<file path="src/rtl/delay_ctrl.sv">
// delay_ctrl: control-plane sequencer for the delay effect.
// Host writes land in shadow registers; a commit applies all shadows together
// on the next sample strobe (smp_valid). Feedback is clamped to FDB_MAX.
// Optional macro DELAY_CTRL_RAMP_EN: when defined, delay glides toward its
// target by at most DLY_STEP per sample; when undefined, delay jumps directly.
module delay_ctrl #(
  parameter int unsigned BLEND_B  = 4,
  parameter int unsigned DLY_B    = 14,
  parameter int unsigned FDB_B    = 10,
  parameter int unsigned CFG_W    = 16,
  parameter int unsigned DLY_STEP = 4,
  parameter int unsigned DLY_RST  = 1024,
  parameter int unsigned FDB_MAX  = 896
) (
  input  logic               clk,
  input  logic               reset_n,
  input  logic               cfg_wr,
  input  logic [1:0]         cfg_addr,
  input  logic [CFG_W-1:0]   cfg_wdata,
  output logic               cfg_ready,
  input  logic               smp_valid,
  output logic [BLEND_B-1:0] blend,
  output logic [DLY_B-1:0]   delay,
  output logic [FDB_B-1:0]   feedbk,
  output logic               busy
);

  localparam logic [DLY_B-1:0] DLY_RST_V  = DLY_B'(DLY_RST);
  localparam logic [FDB_B-1:0] FDB_CLAMP  = FDB_B'(FDB_MAX);

  // Elaboration-time parameter sanity checks
  if (DLY_STEP < 1) begin : g_chk_step
    $error("delay_ctrl: DLY_STEP must be >= 1");
  end
  if (CFG_W < BLEND_B || CFG_W < DLY_B || CFG_W < FDB_B) begin : g_chk_cfgw
    $error("delay_ctrl: CFG_W narrower than a control field");
  end
  if (FDB_MAX >= (1 << FDB_B)) begin : g_chk_fdb
    $error("delay_ctrl: FDB_MAX does not fit in FDB_B bits");
  end

  typedef enum logic [1:0] {
    ST_IDLE,
    ST_PEND,
    ST_RAMP
  } state_t;

  state_t             state;
  logic [BLEND_B-1:0] blend_sh;
  logic [DLY_B-1:0]   dly_sh;
  logic [FDB_B-1:0]   fdb_sh;
  logic [DLY_B-1:0]   target;
  logic [DLY_B-1:0]   sel_tgt;
  logic [DLY_B-1:0]   step_val;
  logic [FDB_B-1:0]   fdb_in;
  logic [FDB_B-1:0]   fdb_clamped;
  logic               wr_acc;
  logic               commit_acc;
  logic               unused_wdata;

  assign wr_acc       = cfg_wr && cfg_ready;
  assign commit_acc   = wr_acc && (cfg_addr == 2'd3);
  assign fdb_in       = cfg_wdata[FDB_B-1:0];
  assign fdb_clamped  = (fdb_in > FDB_CLAMP) ? FDB_CLAMP : fdb_in;
  assign unused_wdata = ^cfg_wdata;

  // The applying strobe steps toward the freshly committed shadow, later strobes toward the held target
  assign sel_tgt = (state == ST_PEND) ? dly_sh : target;

`ifdef DELAY_CTRL_RAMP_EN
  localparam logic [DLY_B:0]   STEP_W = (DLY_B+1)'(DLY_STEP);
  localparam logic [DLY_B-1:0] STEP_D = DLY_B'(DLY_STEP);
  logic [DLY_B:0] diff;

  // One bounded ramp step; the add/sub only happens when the gap exceeds the step, so it cannot wrap
  always_comb begin
    diff     = '0;
    step_val = sel_tgt;
    if (sel_tgt >= delay) begin
      diff     = {1'b0, sel_tgt} - {1'b0, delay};
      step_val = (diff <= STEP_W) ? sel_tgt : delay + STEP_D;
    end else begin
      diff     = {1'b0, delay} - {1'b0, sel_tgt};
      step_val = (diff <= STEP_W) ? sel_tgt : delay - STEP_D;
    end
  end
`else
  assign step_val = sel_tgt;
`endif

  // Shadow registers, sequencer state and registered outputs
  always_ff @(posedge clk or negedge reset_n) begin
    if (!reset_n) begin
      state     <= ST_IDLE;
      blend_sh  <= '0;
      dly_sh    <= DLY_RST_V;
      fdb_sh    <= '0;
      target    <= DLY_RST_V;
      blend     <= '0;
      delay     <= DLY_RST_V;
      feedbk    <= '0;
      cfg_ready <= 1'b1;
      busy      <= 1'b0;
    end else begin
      if (wr_acc) begin
        case (cfg_addr)
          2'd0:    blend_sh <= cfg_wdata[BLEND_B-1:0];
          2'd1:    dly_sh   <= cfg_wdata[DLY_B-1:0];
          2'd2:    fdb_sh   <= fdb_clamped;
          default: ;
        endcase
      end
      case (state)
        ST_IDLE: begin
          if (commit_acc) begin
            state     <= ST_PEND;
            cfg_ready <= 1'b0;
            busy      <= 1'b1;
          end
        end
        ST_PEND: begin
          if (smp_valid) begin
            blend     <= blend_sh;
            feedbk    <= fdb_sh;
            target    <= dly_sh;
            delay     <= step_val;
            cfg_ready <= 1'b1;
            if (step_val != dly_sh) begin
              state <= ST_RAMP;
              busy  <= 1'b1;
            end else begin
              state <= ST_IDLE;
              busy  <= 1'b0;
            end
          end
        end
        ST_RAMP: begin
          if (smp_valid) begin
            delay <= step_val;
          end
          // A commit during the glide takes priority; the ramp resumes toward the new target
          if (commit_acc) begin
            state     <= ST_PEND;
            cfg_ready <= 1'b0;
            busy      <= 1'b1;
          end else if (smp_valid && step_val == target) begin
            state <= ST_IDLE;
            busy  <= 1'b0;
          end
        end
        default: begin
          state     <= ST_IDLE;
          cfg_ready <= 1'b1;
          busy      <= 1'b0;
        end
      endcase
    end
  end

endmodule

</file>
<file path="config.mk">
export PLATFORM = sky130hd
export DESIGN_NAME = delay_ctrl
export DESIGN_NICKNAME = d
export VERILOG_FILES = /design/src/rtl/delay_ctrl.sv
export SDC_FILE = /design/constraint.sdc
export NUM_CORES = 1
export LEC_CHECK = 0
export ABC_CLOCK_PERIOD_IN_PS = 1700
export CAP_MARGIN = 20
export CELL_PAD_IN_SITES_DETAIL_PLACEMENT = 0
export CELL_PAD_IN_SITES_GLOBAL_PLACEMENT = 1
export CORE_AREA = 2 2 90 92
export DETAILED_ROUTE_END_ITERATION = 8
export DIE_AREA = 0 0 92 94
export PLACE_DENSITY = 0.81
export SLEW_MARGIN = 20
export SYNTH_ARGS = -nofsm -noshare
export SYNTH_HDL_FRONTEND = slang
export SYNTH_SLANG_ARGS = --single-unit
</file>
<file path="constraint.sdc">
create_clock -name clk -period 1.7 [get_ports clk]
set_input_delay 0.34 -clock clk [delete_from_list [all_inputs] [get_ports clk]]
set_output_delay 0.34 -clock clk [all_outputs]
set_load 0.01 [all_outputs]
</file>
Word level (Yosys, flattened, before mapping) --
Cells that the tools add are included.
Cells by class: mux-type cells 17, reductions and logical operators 14, eq/ne operators 11, magnitude comparators 1
Operator list (count):
- $eq 14x14->1 | 1
- $mux 14 | 1
- $ne 14x14->1 | 1
- $reduce_and 2->1 | 6
- $gt 10x10->1 const B | 1
- $mux 10 | 1
- $mux 2 | 5
- $mux 1 | 7
- $eq 2x2->1 const B | 3
- $pmux 2 s3 | 1
- $eq 2x1->1 const B | 2
- $logic_not 2->1 | 2
- $ne 2x2->1 const B | 2
- $reduce_or 2->1 | 2
- $logic_and 1x1->1 | 3
- $ne 3x3->1 const B | 1
- $pmux 1 s3 | 1
- $reduce_and 3->1 | 1
- $ne 2x1->1 const B | 1
- $pmux 1 s2 | 1
Word-level totals: word-level logic and storage cells 53, bits of input ports 22, output and inout port bits 30, flip-flop bits (word level) 74

Logic depth before layout (Yosys ltp) --
Gate-level depths: netlist of run 1.
depth in word-level cells 7, gate-level depth with buffers 7, mapped depth without buffers 6

Worst setup path before layout of run 1 --
No wires, ideal clock.
path type register to register, start point register state[0], end point register blend[1], required time 1575 ps, clock period less this slack 1488 ps, library setup time 125 ps, buffers on the path 2, arrival 1363 ps, slack 212 ps, cell stages (with the launch flop) 6, cells stage by stage dfrtp_1 > ha_1 > buf_4 > nand2_4 > buf_6 > mux2_2
Between the ends: cells in the longest elaborated chain, start to end 2
RTL lines:
- from (decl) | line 48 | state_t state;
- from (signal assigned) | line 94 | state <= ST_IDLE;
- from (signal assigned) | line 116 | state <= ST_PEND;
- from (signal assigned) | line 129 | state <= ST_RAMP;
- $eq 2x1->1 | line 113 | case (state)
- $reduce_and 2->1 (no source line)
- to (signal assigned) | line 123 | blend <= blend_sh;
- to (decl) | line 22 | output logic [BLEND_B-1:0] blend,
No other way between the ends. A chain may end at the register's enable or synchronous reset.

Worst setup path after layout of run 1 --
start point register blend[1], end point output blend[1]
No word-level cell between the ends.

==> flow_summary.toml, run 1 <==
[run_status]
status = "finished clean"

[yosys]
synth_area_leaders = "dfrtp_1 54%, mux2_2 13%, mux2_4 4.6%"
synth_top_cell_by_area = "dfrtp_1"
yosysUniqueCellTypes = 35
yosysSeqAreaShare_pct = 57.4
synth_edf_count = 0
yosysTopAreaCellShare_pct = 54.1
synth.cell_area_mm2 = 0.00324
avgSynthCellArea_um2 = 13.9
syn-num-nets = 259
ys_seq_elements = 74
synth_common_cells = "70 x dfrtp_1, 36 x mux2_2, 17 x a21oi_1, 15 x nor2_1"
yosys_warnings = 0
async_flop_share_pct = 100
yosys.cell_count.top_type = "dfrtp_1"
synth_top_flop_cell = "dfrtp_1"
synthCells = 233

[route]
ant_nets = 0
avgRoutedWirePerCell_um = 14.5
drt_iter0_drc = 80
top_layer = "met4"
vias = 1973
first_pass_iters = 4
wl_um = 5910
via_per_inst = 4.85
route.met3.wl_um = 239
wl_met2_um = 2680
drc_errors = 0
wl_met1_um = 2910

[clocking]
cts_tree = "done"
root_buffer = "clkbuf_8"
path_clk_slew_ns = 0.08
cts_setup_buffers = 0
clk_latency_ns = 0.34
numCtsBuffers = 9
cts_buffer_depth = 2
htree_levels = 3
clock_sinks = 74

[final_layout]
fin_nets = 326
drive_gt1_share_pct = 28.9
synthToLayoutAreaGrowth_pct = 27.7
fin_util_pct = 54.3
num_antenna_cells = 0

[power_and_ir_drop]
power_density_mw_per_mm2 = 738
max-vdd-ir-drop_mv = 0.414
power_leakage_nw = 1.92

[critical_path]
path_depth = 1
crit_family = "buffers and inverters"
cp_max_fo = 2
critPathCaptureType = "output pin"
rr_worst_depth = 6
worstSetupPathType = "flip-flop to output pin"
required_ns = 1.36
cpMaxStageDelayCell = "clkdlybuf4s50_1"
start_kind = "flip-flop"
cpPeakStageDelay_ns = 0.55
worstPathCellList = "clkdlybuf4s50_1"
cp.arrival_ns = 1.26
critical_path_buf_inv_count = 1

[sta]
fmax_ghz = 0.626
rsz0062_at_grt = "false"
setup_viol = 0
fin_hold_ws_ns = 0.449
worst_slew_pin_slew_ns = 0.401
hold_viol = 0
fin_crit_sh_pct = 93.9
finalClockSkew_ns = 0.00867
min_period_ns = 1.60
drv_slew = 0
slew-limit-headroom_pct = 73.2

[place]
port_buffers = 49
post-dp-hpwl_um = 4330
routabilityCongestion = 0.747

[die]
die_area_mm2 = 0.00865
fp.dieH_um = 94
num_rows = 32
core_area_mm2 = 0.00761
start_util_pct = 42.5
pin_count = 52
die_w_um = 92

[global_route]
grt_antenna_before_repair = 0
grt_overflow = 0
grt_first_pass_wirelength_um = 10200
grt_max_degree = 29
grtUsageTotal_pct = 15.4
first_global_vias = 2060

[job]
drv_cap = 0

[hold_path]
hold_path_class = "input port to async pin"
logic make-up after synthesis:
kind of cell	Yosys count	share of synthesized area (%)
compound gates	32	6.46
xor+xnor	14	3.79
fa+ha+maj	4	1.55
buf+inv	12	2.55
flops	74	57.4
mux	63	22.5
simple gates	34	5.76
state kept, by name, summed over array words and instances, names as in the netlist:
name       cells
delay         14
dly_sh        14
target        14
fdb_sh        10
feedbk        10
blend          4
blend_sh       4
state          2
busy           1
cfg_ready      1
stage by stage:
stage	worst slack (ns)	area [um^2]	power (mW)	setup TNS, ns	instances
detailed placement	-0.0540	3950	1.90	-0.258	390
finish	0.104	4130	3.05	0	407
CTS	0.0851	4130	3.09	0	407
floorplan	0.212	3240	1.80	0	233
global route	0.00575	4130	3.19	0	407
global placement	-0.0336	3950	1.90	-0.0962	390
final cells by class:
class | count | area (um^2)
inverter | 3 | 11.3
tap | 102 | 128
timing repair buffer | 65 | 668
fill | 674 | 3470
multi-input combinational | 147 | 1300
clock buffer | 11 | 141
clock inverter | 5 | 31.3
sequential | 74 | 1860
routing by layer:
metal | vias up | track usage, %
li1 | 969 | -
met1 | 958 | 22.1
met2 | 39 | 22.2
met3 | 7 | 4.09
met4 | 0 | 6.34
met5 | - | 0
where the power goes:
part / leakage (nW) / total (mW) / switching [mW] / internal (mW)
clock network: 0.0891 / 1.18 / 0.620 / 0.564
registers: 1.02 / 1.76 / 0 / 1.76
logic: 0.813 / 0.105 / 0.0553 / 0.0499
total: 1.92 / 3.05 / 0.675 / 2.37
cells in the final DEF, fill, tap and decap left out, types with 2 or more instances in the layout:
| cell | n |
|---|---|
| mux2_4 | 10 |
| dfrtp_1 | 70 |
| a21oi_1 | 17 |
| nand2_2 | 2 |
| clkinv_2 | 3 |
| clkdlybuf4s50_1 | 46 |
| clkbuf_8 | 10 |
| ha_1 | 4 |
| nand4_1 | 3 |
| dfstp_2 | 4 |
| dlygate4sd2_1 | 2 |
| nand2_1 | 2 |
| buf_4 | 10 |
| mux2_2 | 36 |
| xnor2_1 | 14 |
| buf_12 | 5 |
| mux2i_1 | 14 |
| nand3_1 | 2 |
| nor2_1 | 15 |
| inv_1 | 3 |
| o21ai_0 | 2 |
| mux2_1 | 3 |
| a22o_1 | 8 |
final timing paths:
| check | from | endpoint | slack [ns] |
|---|---|---|---|
| max | blend[1] | blend[1] | 0.10 |
| min | reset_n | feedbk[7] | 0.45 |
| max reg2reg | state[1] | busy | 0.16 |
| min reg2reg | fdb_sh[8] | fdb_sh[8] | 0.50 |
| max in group asynchronous | reset_n | cfg_ready | 0.64 |
| min in group clk | fdb_sh[8] | fdb_sh[8] | 0.50 |
timing repair:
item	4_1_cts	5_1_grt
endpoints found under the hold margin	14	0
hold buffers	1	0
endpoints found under the setup margin	2	0
resized for setup	2	0
Note: power is estimated with default switching activity, not from simulation.
==> run 2, diff against run 1 <==
--- a/config.mk
+++ b/config.mk
@@ -12,6 +12,7 @@
 export CORE_AREA = 2 2 90 92
 export DETAILED_ROUTE_END_ITERATION = 8
 export DIE_AREA = 0 0 92 94
+export GPL_TIMING_DRIVEN = 0
 export PLACE_DENSITY = 0.81
 export SLEW_MARGIN = 20
 export SYNTH_ARGS = -nofsm -noshare
==> run 2 against run 1 <==
  * First-iteration DRC count is 6.3% lower
  * Clock-buffer cell count rose by 2
  * Worst setup slack lost 0.012 ns
  * Highest routed layer unchanged
  * Register-to-register slack worse by 0.04 ns
  * Power up 4.2%
  * Via count up 1.0%
  * Global-route usage grew 0.33 points
  * Non-clock buffer count decreased by 5
  * Maximum frequency shrank 0.73%
  * Combinational power decreased by 5%
  * Flip-flop and latch count unchanged
==> flow_summary.toml, run 2 (same netlist as run 1, synthesis figures left out) <==
[run_status]
status = "finished clean"

[die]
die_w_um = 92
num_rows = 32
start_util_pct = 42.5
die_area_mm2 = 0.00865
fp.dieH_um = 94
pin_count = 52
core_area_mm2 = 0.00761

[route]
first_pass_iters = 4
drc_errors = 0
wl_met2_um = 2780
ant_nets = 0
avgRoutedWirePerCell_um = 15.3
top_layer = "met4"
wl_um = 6130
route.met3.wl_um = 249
vias = 1993
wl_met1_um = 2970
via_per_inst = 4.97
drt_iter0_drc = 75

[global_route]
grt_antenna_before_repair = 0
first_global_vias = 2080
grtUsageTotal_pct = 15.7
grt_overflow = 0
grt_max_degree = 43
grt_first_pass_wirelength_um = 10400

[critical_path]
cpPeakStageDelay_ns = 0.55
required_ns = 1.36
path_depth = 1
cp.arrival_ns = 1.27
cpMaxStageDelayCell = "clkdlybuf4s50_1"
worstSetupPathType = "flip-flop to output pin"
critPathCaptureType = "output pin"
r2r_slack_ns = 0.12
start_kind = "flip-flop"
critical_path_buf_inv_count = 1
crit_family = "buffers and inverters"
r2r-end = "target[8]"
rr_worst_depth = 6
cp_max_fo = 3
r2r-start = "state[1]"
worstPathCellList = "clkdlybuf4s50_1"

[power_and_ir_drop]
max-vdd-ir-drop_mv = 0.401
power_density_mw_per_mm2 = 777
power_leakage_nw = 1.87
power.total_mw = 3.18

[sta]
worst_slew_pin_slew_ns = 0.428
fin_crit_sh_pct = 94.6
setup_viol = 0
drv_slew = 0
hold_viol = 0
finalSetupTns_ns = 0
finalClockSkew_ns = 0.00415
rsz0062_at_grt = "false"
fin_hold_ws_ns = 0.465
slew-limit-headroom_pct = 71.5
min_period_ns = 1.61
fmax_ghz = 0.622

[job]
drv_cap = 0

[final_layout]
final_cells = 401
drive_gt1_share_pct = 27.4
reg.largest.list = "delay (14), dly_sh (14), target (14)"
fin_area_mm2 = 0.00409
seqCellArea_mm2 = 0.00186
layout_commonest_cell = "dfrtp_1"
fin_nets = 321
multi_input_area_mm2 = 0.00131
layout_common_cells = "69 x dfrtp_1, 46 x clkdlybuf4s50_1, 36 x mux2_2, 17 x a21oi_1"
synthToLayoutAreaGrowth_pct = 26.2
nFillCells = 672
num_antenna_cells = 0

[hold_path]
hold_path_class = "input port to async pin"

[clocking]
clock_sinks = 74
cts_buffer_depth = 2
clk_latency_ns = 0.35
numCtsBuffers = 9
cts_tree = "done"
root_buffer = "clkbuf_8"
htree_levels = 3
path_clk_slew_ns = 0.07

[place]
dpl_cell_area_mm2 = 0.00387
routabilityCongestion = 0.773
port_buffers = 49
post-dp-hpwl_um = 4320
dp.cells = 385
## run 2: what timing repair did
item / CTS / global route
resized for setup: 2 / 5
endpoints found under the setup margin: 2 / 23
hold buffers: 1 / 0
buffers inserted: 0 / 0
endpoints found under the hold margin: 31 / 0
## run 2: area by class of cell
class	instances	area share, %
plain buffers	9	1.90
multi-input cells	147	32.0
flip-flops and latches	74	45.5
clock inverters	2	0.919
repair buffers	51	12.6
well taps	102	3.12
inverters	3	0.276
clock buffers	13	3.64
## run 2: metal layers
metal	vias up	global-route usage (%)
li1	953	-
met1	989	21.4
met2	40	24.0
met3	11	3.29
met4	0	7.84
met5	-	0
## run 2: worst max-delay path by stage
stage,from,endpoint,slack (ns)
3_5_place_dp,cfg_addr[0],fdb_sh[8],-0.16
4_1_cts,state[0],target[7],0.004
2_1_floorplan,state[0],blend[1],0.21
3_3_place_gp,reset_n,delay[13],-2.24
5_1_grt,dly_sh[10],busy,0.04
6_report,busy,busy,0.09
## run 2: report_power, final
group	total (mW)	leakage, nW	internal, mW	switching (mW)
sequential	1.76	1.02	1.76	0
combinational	0.0999	0.765	0.0463	0.0536
clock	1.32	0.0897	0.712	0.604
## run 2: metrics by stage
step | util, % | setup WS, ns
after detailed placement | 50.9 | -0.158
final | 53.7 | 0.0918
after floorplan | - | 0.212
after global placement | 50.7 | -2.24
after CTS | 53.5 | 0.00409
after global routing | 53.7 | 0.0385
==> run 3, diff against run 2 <==
--- a/config.mk
+++ b/config.mk
@@ -14,7 +14,7 @@
 export DIE_AREA = 0 0 92 94
 export GPL_TIMING_DRIVEN = 0
 export PLACE_DENSITY = 0.81
-export SLEW_MARGIN = 20
+export SLEW_MARGIN = 0
 export SYNTH_ARGS = -nofsm -noshare
 export SYNTH_HDL_FRONTEND = slang
 export SYNTH_SLANG_ARGS = --single-unit
==> run 3 against run 2 <==
  * Utilization rose by 0.16 points
  * Critical endpoint is now blend[1]
  * Critical path type is now flip-flop to flip-flop
  * Sequential power barely moved
  * Highest routed layer unchanged
  * Power rose by 0.46%
  * Clock power barely moved
  * Maximum frequency did not move
  * Register-to-register slack got worse by 0.03 ns
  * Routed wire length fell by 0.47%
  * Die area did not move
  * Worst setup slack barely moved
  * First-iteration DRC count rose by 11%
  * Via count fell by 0.15%
  * Clock skew barely moved
==> flow_summary.toml, run 3 (same netlist as run 1, synthesis figures left out) <==
[global_route]
first_global_vias = 2024
grt_overflow = 0
grt_max_degree = 74
grtUsageTotal_pct = 15.5
grt_first_pass_wirelength_um = 10200
grt_antenna_before_repair = 0

[route]
wl_um = 6110
drc_errors = 0
ant_nets = 0
drt_iter0_drc = 83
first_pass_iters = 4
vias = 1990
avgRoutedWirePerCell_um = 15.2
via_per_inst = 4.95

[sta]
fmax_ghz = 0.622
finalSetupTns_ns = 0
fin_hold_ws_ns = 0.329
drv_slew = 0
worst_slew_pin_slew_ns = 0.393
rsz0062_at_grt = "false"
hold_viol = 0
slew-limit-headroom_pct = 73.7
min_period_ns = 1.61
setup_viol = 0
finalClockSkew_ns = 0.00389
fin_crit_sh_pct = 94.6

[hold_path]
hold_path_class = "input port to async pin"

[final_layout]
synthToLayoutAreaGrowth_pct = 26.6
layout_commonest_cell = "dfrtp_1"
layout_common_cells = "69 x dfrtp_1, 46 x clkdlybuf4s50_1, 36 x mux2_2, 17 x a21oi_1, 15 x nor2_1"
num_antenna_cells = 0
fin_nets = 321
drive_gt1_share_pct = 28.3
reg.largest.list = "delay (14), dly_sh (14), target (14)"

[die]
pin_count = 52
num_rows = 32
start_util_pct = 42.5
fp.dieH_um = 94
die_w_um = 92
core_area_mm2 = 0.00761
die_area_mm2 = 0.00865

[clocking]
cts_buffer_depth = 2
cts_tree = "done"
clock_sinks = 74
numCtsBuffers = 9
root_buffer = "clkbuf_8"
path_clk_slew_ns = 0.08
htree_levels = 3
clk_latency_ns = 0.34

[job]
drv_cap = 0

[power_and_ir_drop]
power.switching_uw = 693
power.total_mw = 3.19
swShare_pct = 21.7
pwr-share-seq_pct = 55.1
max-vdd-ir-drop_mv = 0.457
power_leakage_nw = 1.89
pwr-share-comb_pct = 3.2
power_density_mw_per_mm2 = 779
pwr-share-clk_pct = 41.6
intPower_mw = 2.50

[critical_path]
cpPeakStageDelay_ns = 0.40
critPathCaptureType = "flip-flop"
crit_start = "state[1]"
rr_worst_depth = 6
cp.arrival_ns = 1.84
cp_max_fo = 10
start_kind = "flip-flop"
cpMaxStageDelayCell = "dfrtp_1"
worstSetupPathType = "flip-flop to flip-flop"
r2r_slack_ns = 0.09
required_ns = 1.93
worstPathCellList = "inv_1 > ha_1 > buf_4 > nand2_8 > buf_6 > mux2_2"
r2r-start = "state[1]"

[place]
routabilityCongestion = 0.773
port_buffers = 49
post-dp-hpwl_um = 4200

[run_status]
status = "finished clean"
## run 3: worst paths after layout
path	endpoint
min in group clk	fdb_sh[9]
setup / recovery	blend[1]
setup reg to reg	blend[1]
max in group asynchronous	cfg_ready
hold / removal	feedbk[7]
hold reg to reg	fdb_sh[9]
## run 3: repair_timing
item | in CTS | in global routing
endpoints found under the setup margin | 2 | 22
hold buffers | 1 | 0
setup buffers | 0 | 0
resized for setup | 2 | 2
pin swaps | 0 | 0
hold endpoints to repair | 1 | 0
## run 3: power by group through the flow
stage               registers (mW)  clock network [mW]  logic, mW
detailed placement            1.79                   0      0.103
floorplan                     1.79                   0    0.00220
global placement              1.79                   0     0.0947
CTS                           1.76                1.36      0.105
global route                  1.76                1.43      0.113
finish                        1.76                1.33      0.103
## run 3: stage by stage
step	area [um^2]	instances	util [%]	setup slack, ns
6_report	4100	402	53.9	0.0918
5_1_grt	4100	402	53.9	0.0164
4_1_cts	4090	402	53.7	0.00557
3_5_place_dp	3880	385	51.0	-0.162
3_3_place_gp	3850	384	50.7	-2.24
2_1_floorplan	3240	233	-	0.212
## run 3: routing by layer
layer	GRT usage, %	wire, um	up-vias
met5	0	0	-
met4	7.84	124	0
met3	2.89	194	10
met2	22.6	2680	41
met1	22.2	3110	985
li1	-	-	954
## run 3: final cells by class
type / instances / area (um^2)
Sequential cell: 74 / 1860
Inverter: 3 / 11.3
Tap cell: 102 / 128
Fill cell: 657 / 3510
Clock buffer: 13 / 179
Buffer: 9 / 71.3
Multi-Input combinational cell: 147 / 1310
Clock inverter: 3 / 21.3
Timing Repair Buffer: 51 / 523
## run 3: critical path: cells and delay by family (launching register included)
| kind | cells | cell delay, ns |
|---|---|---|
| buffers and inverters | 3 | 0.44 |
| DFF | 1 | 0.40 |
| muxes | 1 | 0.34 |
| adders and majority gates | 1 | 0.17 |
| and+or+nand+nor | 1 | 0.13 |
